--- src/rtl/instr_mem_loadable.sv ---
// Loadable instruction memory for the IF stage: a valid/ready stream fills words
// from index 0, then PC-addressed fetches are served with one cycle of latency.
module instr_mem_loadable #(
    parameter int                DATA_W    = 16,
    parameter int                ADDR_W    = 16,
    parameter int                DEPTH     = 64,
    parameter int                BYTE_ADDR = 1,
    parameter logic [DATA_W-1:0] NOP_WORD  = {DATA_W{1'b0}}
) (
    input  logic                       clk,
    input  logic                       rst,
    input  logic                       ld_valid,
    output logic                       ld_ready,
    input  logic [DATA_W-1:0]          ld_data,
    input  logic                       ld_last,
    input  logic                       reload,
    input  logic                       fetch_en,
    input  logic                       stall,
    input  logic                       flush,
    input  logic [ADDR_W-1:0]          fetch_addr,
    output logic [DATA_W-1:0]          instr,
    output logic                       instr_valid,
    output logic                       addr_err,
    output logic                       busy,
    output logic [$clog2(DEPTH+1)-1:0] loaded_count
);
    localparam int AW = $clog2(DEPTH);
    localparam int CW = $clog2(DEPTH+1);
    localparam int IW = ADDR_W - BYTE_ADDR;

    typedef enum logic {ST_LOAD, ST_RUN} state_t;

    state_t            state_q, state_d;
    logic [CW-1:0]     wr_ptr_q, wr_ptr_d;
    logic              instr_valid_q, instr_valid_d;
    logic              addr_err_q, addr_err_d;
    logic              instr_sel_q, instr_sel_d;
    logic [DATA_W-1:0] mem [DEPTH];
    logic [DATA_W-1:0] rd_data_q;
    logic [IW-1:0]     idx;
    logic [AW-1:0]     rd_addr;
    logic              misaligned;
    logic              out_of_range;
    logic              ld_fire;
    logic              rd_en;

    assign idx          = fetch_addr[ADDR_W-1:BYTE_ADDR];
    assign rd_addr      = idx[AW-1:0];
    assign out_of_range = 32'(idx) >= 32'(wr_ptr_q);
    assign ld_fire      = ld_valid && (state_q == ST_LOAD);

    generate
        if (BYTE_ADDR > 0) begin : g_align
            assign misaligned = |fetch_addr[BYTE_ADDR-1:0];
        end else begin : g_no_align
            assign misaligned = 1'b0;
        end
    endgenerate

    always_comb begin
        state_d       = state_q;
        wr_ptr_d      = wr_ptr_q;
        instr_valid_d = instr_valid_q;
        addr_err_d    = addr_err_q;
        instr_sel_d   = instr_sel_q;
        rd_en         = 1'b0;
        case (state_q)
            ST_LOAD: begin
                instr_valid_d = 1'b0;
                addr_err_d    = 1'b0;
                instr_sel_d   = 1'b0;
                if (ld_fire) begin
                    wr_ptr_d = wr_ptr_q + 1'b1;
                    if (ld_last || (wr_ptr_q == CW'(DEPTH - 1))) begin
                        state_d = ST_RUN;
                    end
                end
            end
            ST_RUN: begin
                if (reload) begin
                    state_d       = ST_LOAD;
                    wr_ptr_d      = '0;
                    instr_valid_d = 1'b0;
                    addr_err_d    = 1'b0;
                    instr_sel_d   = 1'b0;
                end else if (flush) begin
                    instr_valid_d = 1'b0;
                    addr_err_d    = 1'b0;
                    instr_sel_d   = 1'b0;
                end else if (stall) begin
                    instr_valid_d = instr_valid_q;
                end else if (fetch_en) begin
                    if (misaligned || out_of_range) begin
                        instr_valid_d = 1'b0;
                        addr_err_d    = 1'b1;
                        instr_sel_d   = 1'b0;
                    end else begin
                        instr_valid_d = 1'b1;
                        addr_err_d    = 1'b0;
                        instr_sel_d   = 1'b1;
                        rd_en         = 1'b1;
                    end
                end else begin
                    // Idle cycle: instr and addr_err keep their last values.
                    instr_valid_d = 1'b0;
                end
            end
            default: state_d = ST_LOAD;
        endcase
    end

    always_ff @(posedge clk) begin
        if (rst) begin
            state_q       <= ST_LOAD;
            wr_ptr_q      <= '0;
            instr_valid_q <= 1'b0;
            addr_err_q    <= 1'b0;
            instr_sel_q   <= 1'b0;
        end else begin
            state_q       <= state_d;
            wr_ptr_q      <= wr_ptr_d;
            instr_valid_q <= instr_valid_d;
            addr_err_q    <= addr_err_d;
            instr_sel_q   <= instr_sel_d;
        end
    end

    // Storage and read register carry no reset so they map onto block RAM.
    // The read register only advances on an accepted fetch, which gives stall-hold for free.
    always_ff @(posedge clk) begin
        if (ld_fire && !rst) begin
            mem[wr_ptr_q[AW-1:0]] <= ld_data;
        end
        if (rd_en && !rst) begin
            rd_data_q <= mem[rd_addr];
        end
    end

    assign instr        = instr_sel_q ? rd_data_q : NOP_WORD;
    assign instr_valid  = instr_valid_q;
    assign addr_err     = addr_err_q;
    assign busy         = (state_q == ST_LOAD);
    assign ld_ready     = (state_q == ST_LOAD);
    assign loaded_count = wr_ptr_q;
endmodule

--- config.mk ---
export PLATFORM = sky130hd
export DESIGN_NAME = instr_mem_loadable
export DESIGN_NICKNAME = d
export VERILOG_FILES = /design/src/rtl/instr_mem_loadable.sv
export SDC_FILE = /design/constraint.sdc
export NUM_CORES = 1
export LEC_CHECK = 0
export CAP_MARGIN = 30
export CORE_AREA = 2 2 317 241
export CTS_CLUSTER_DIAMETER = 100
export DETAILED_ROUTE_END_ITERATION = 10
export DIE_AREA = 0 0 319 243
export PLACE_DENSITY = 0.69
export SLEW_MARGIN = 20
export SYNTH_ARGS = -nofsm -noshare
export SYNTH_HDL_FRONTEND = slang
export SYNTH_SLANG_ARGS = --single-unit
--- constraint.sdc ---
create_clock -name clk -period 12.4 [get_ports clk]
set_input_delay 3.72 -clock clk [delete_from_list [all_inputs] [get_ports clk]]
set_output_delay 3.72 -clock clk [all_outputs]
set_load 0.03 [all_outputs]
==> qor.yml <==
ys_types: 51
synth_top_area_cell: "edfxtp_1"
avgViaCountPerCell: 6.56
min_to: "loaded_count[6]$_SDFFE_PP0P_"
rows: 87
outcome: "finished, final reports clean"
syn_to_final_growth_pct: 13.0
grt.busiest_layer: "met1"
setup_viol: 0
multi_input_area_sq_um: 8570
holdWs_ps: 550
syn_nets: 1868
p_total_mw: 7.27
cts_setup_buffers: 0
fmax_ghz: 0.150
tritoncts: "built"
synth-seq-cells: 1051
stdcell_count: 3042
wire_per_inst_microns: 32.3
synth_top_area_share_pct: 77.0
postRouteAntennaNets: 0
relSlewSlack_pct: 31.4
cts_buffer_depth: 3
async_reset_ff_share_pct: 0
worst-setup-path-type: "input port to flip-flop"
grt_max_degree: 138
antenna_found_initial: 4
num-nets-final: 2033
clock_sinks: 1051
core_sq_um: 74500
worstHoldPathCells: 1
seq_area_sq_um: 31500
rr_endpoint: "mem[55][5]$_DFFE_PP_"
netlist_instances: 1820
p_per_area_nw_per_um2: 158
grtUsageMet1_pct: 39.7
vias: 20000
synth_common_cells: "1,040 x edfxtp_1, 267 x mux4_2, 94 x nor2_1, 42 x mux2i_1, 37 x nand2_1"
hold_path_class: "flip-flop to flip-flop"
clock_latency_ps: 670
numPortBuffers: 66
fin_skew_ps: 35.2
fill_cells: 5068
grt_pass1_wl_microns: 142000
vdd_drop_max_uv: 126
die-area_sq_um: 77500
r2r_start: "state_q$_SDFF_PP0_"
met3_usage_pct: 8.11
worst_pin_slew_ps: 1030
holdBufCountCts: 0
drc: 0
hpwl_microns: 59100
cp_data_required_time_ps: 12800
synthMostInstantiatedCell: "edfxtp_1"
route.final.wire_length_microns: 98400
die_h_microns: 243
yosysSeqAreaShare_pct: 77.5
rsz0062_at_grt: "no"
cap_violations: 0
finalHoldViolations: 0
clkTransAtPathRegs_ps: 70
slew_viol_final: 0
fin_crit_sh_pct: 53.7
met2_usage_pct: 37.0
dp.cells: 2864
gr-usage-all-layers_pct: 25.9
synth_area_sq_um: 40600
drtIter0Drc: 3317
fin_tns_setup_ps: 0
placed_area_sq_um: 42600
endpoint_kind: "flip-flop"
dr.pass1.iters: 6
grt_pass1_vias: 19500
postSynthAreaPerCell_sq_um: 22.3
start_util_pct: 54.5
leakage_nw: 14.4
cts-resized-gates: 0
die_w_microns: 319
synth_ff_type: "edfxtp_1"
synth_warnings: 0
synth_edf_count: 1040
critPathArrivalTime_ps: 7060
gp_congestion: 0.907
synthTopCellsByArea: "edfxtp_1 77%, mux4_2 15%, mux2i_1 1.0%"
setup.worst_path.start_class: "input port"
r2r_setup_slack_ps: 9190
htree_levels: 3
r2r_cells: 5
ios: 67
drive_gt1_share_pct: 26.0
cts_buffers: 97
gr-total-overflow: 0
final_core_util_pct: 61.6
cts_root_buffer: "clkbuf_16"
cp_max_fo: 101
setup_slack_ps: 5740
period_needed_ps: 6660
final_cell_area_sq_um: 45900
place_ws_ps: 4890
min_from: "loaded_count[6]$_SDFFE_PP0P_"
-- layout by cell type (no fill, tap or decap), types with 18 or more instances in the layout --
cell	synthesis	layout
clkinv_1	0	18
nand3_1	18	18
nand2_1	37	37
edfxtp_1	1040	1040
mux4_2	267	267
and2_1	18	18
nor2_1	94	93
clkbuf_16	0	98
o221ai_1	24	24
mux2i_1	42	42
clkdlybuf4s50_1	0	46
buf_4	23	93
-- worst max-delay path, stage by stage --
cell,delay (ps)
buf_8,460
buf_12,610
buf_4,700
mux4_2,590
mux4_2,490
nor2_1,240
o32ai_1,140
-- layout make-up --
| class | count | share of cell area (%) |
|---|---|---|
| inverters | 10 | 0.0819 |
| clock inverters | 57 | 1.36 |
| multi-input cells | 664 | 18.7 |
| clock buffers | 119 | 5.61 |
| flip-flops and latches | 1051 | 68.6 |
| diodes | 1 | 0.00546 |
| well taps | 979 | 2.67 |
| repair buffers | 161 | 2.99 |
-- worst max path at each step --
stage | from | end | slack, ps | cells after the start
finish | fetch_addr[1] | rd_data_q[14]$_DFFE_PP_ | 5740 | 7
global route | fetch_addr[1] | rd_data_q[14]$_DFFE_PP_ | 5390 | 7
CTS | fetch_addr[1] | rd_data_q[14]$_DFFE_PP_ | 5610 | 7
detailed placement | fetch_addr[1] | rd_data_q[14]$_DFFE_PP_ | 4890 | 7
global placement | fetch_addr[1] | rd_data_q[14]$_DFFE_PP_ | 4920 | 7
floorplan | fetch_addr[1] | rd_data_q[0]$_DFFE_PP_ | 5150 | 12
-- flip-flops by register name, indices dropped and copies added (netlist names) --
register,flops
addr_err,1
mem,1024
loaded_count,7
rd_data_q,16
state_q,1
instr_valid,1
instr_sel_q,1
-- logic make-up after synthesis --
family	synth area share [%]
flops	77.5
mux	16.0
simple gates	2.46
compound gates	2.42
buf+inv	1.38
fa+ha+maj	0.247
-- routing by layer --
layer | up-vias | share of wire, %
met5 | - | 0.022
li1 | 8033 | -
met2 | 1211 | 44
met1 | 10600 | 41
met4 | 2 | 2.0
met3 | 137 | 13
-- report_power, final --
part           internal, mW  switching (mW)  total (mW)  leakage [nW]
clock network          1.74            1.27        3.02          1.56
registers              3.91         0.00265        3.91          9.44
logic                 0.125           0.216       0.341          3.42
total                  5.78            1.49        7.27          14.4
Note: power is estimated with default switching activity, not from simulation.
==> RTL edit (same flow settings) <==
The parameter `DEPTH` goes from 64 to 32.
--- a/src/rtl/instr_mem_loadable.sv
+++ b/src/rtl/instr_mem_loadable.sv
@@ -3,7 +3,7 @@
 module instr_mem_loadable #(
     parameter int                DATA_W    = 16,
     parameter int                ADDR_W    = 16,
-    parameter int                DEPTH     = 64,
+    parameter int                DEPTH     = 32,
     parameter int                BYTE_ADDR = 1,
     parameter logic [DATA_W-1:0] NOP_WORD  = {DATA_W{1'b0}}
 ) (
Interface: changed (resized loaded_count); port bits go from 67 to 66. The function was not compared with the original's and may differ.
==> RTL edit against the original RTL <==
First-iteration DRC count shrank 64%; via count shrank 43%; routed wire length shrank 49%; sequential cell count shrank 513; synthesized area shrank 47%; setup slack gained 0.29 ns; sequential power shrank 49%; cell count shrank 24%; final area shrank 46%; total power shrank 51%.
==> RTL edit: results (changes against the original RTL) <==
Status: complete, no violations (unchanged). The launch point of the worst reg-to-reg path is loaded_count[2]$_SDFFE_PP0P_ (was state_q$_SDFF_PP0_). The count of placed standard cells including taps came to 2211 (was 2864).

The met1 routed wirelength after detailed routing came out at 23600 um (was 40200 um). The cell with the biggest individual delay on the critical path is clkdlybuf4s50_1 (was buf_4). The detailed-placement wirelength estimate is 29700 um (was 59100 um). The flip-flop count of the largest register after layout came out at 512 (was 1024). The peak per-stage delay on the critical path is 0.98 ns (was 0.70 ns).

The maximum resistive drop on vdd came out at 0.0000903 V (was 0.000126 V). The final worst clock skew is 0.0245 ns (was 0.0352 ns). The peak fanout along the critical path came out at 17 (was 101).

The via count is 11400 (was 20000). The count of cells along the worst register-to-register path came out at 8 (was 5). The reported sequential group power came to 2.00 mW (was 3.91 mW). The launch point of the critical path is fetch_addr[4] (was fetch_addr[1]). The average wire per standard cell came out at 21.9 um (was 32.3 um). The synthesized netlist cell count came out at 1186 (was 1820). The worst-skew pair later-pin latency came to 0.58 ns (was 0.67 ns).

The depth of the CTS H-tree came to 2 (was 3). The portion of the post-synthesis area used by sequential elements is 0.749 (was 0.775). The worst hold slack came out at 0.502 ns (was 0.550 ns). The count of antenna diodes in the layout was 0 (was 1).

The number of optimization iterations in the first detailed-route pass came out at 5 (was 6). Most frequent cells after synthesis: edfxtp_1, mux2i_1, a22oi_1 (was edfxtp_1, mux4_2, nor2_1). The signal arrival time at the worst endpoint came out at 6.66 ns (was 7.06 ns).

The worst setup slack for register-to-register paths was 9.45 ns (was 9.19 ns). The adder-cell share of the synthesized area was 0.00584 (was 0.00247). The count of cell types in the netlist came out at 41 (was 51).
==> RTL edit: metal layers <==
| layer | up-vias | track usage |
|---|---|---|
| met3 | 68 | 0.0371 |
| met2 | 494 | 0.180 |
| li1 | 4991 | - |
| met5 | - | 0 |
| met4 | 6 | 0.0262 |
| met1 | 5831 | 0.190 |
==> RTL edit: per-stage QoR <==
stage                     cell area [um^2]  setup WS (ns)   util
after detailed placement             23100           5.24  0.311
after global routing                 24800           5.95  0.333
after CTS                            24600           5.86  0.330
after floorplan                      21400           5.97      -
after global placement               23100           5.20  0.310
final                                24800           6.02  0.333
==> RTL edit: final cells by class <==
class                   count  area (um^2)  share of cell area
clock inverters            32          220             0.00888
multi-input cells         570         4770               0.192
well taps                 979         1220              0.0494
flip-flops and latches    538        16100               0.648
inverters                  12         45.0             0.00182
repair buffers            127         1260              0.0507
clock buffers              53         1220              0.0492
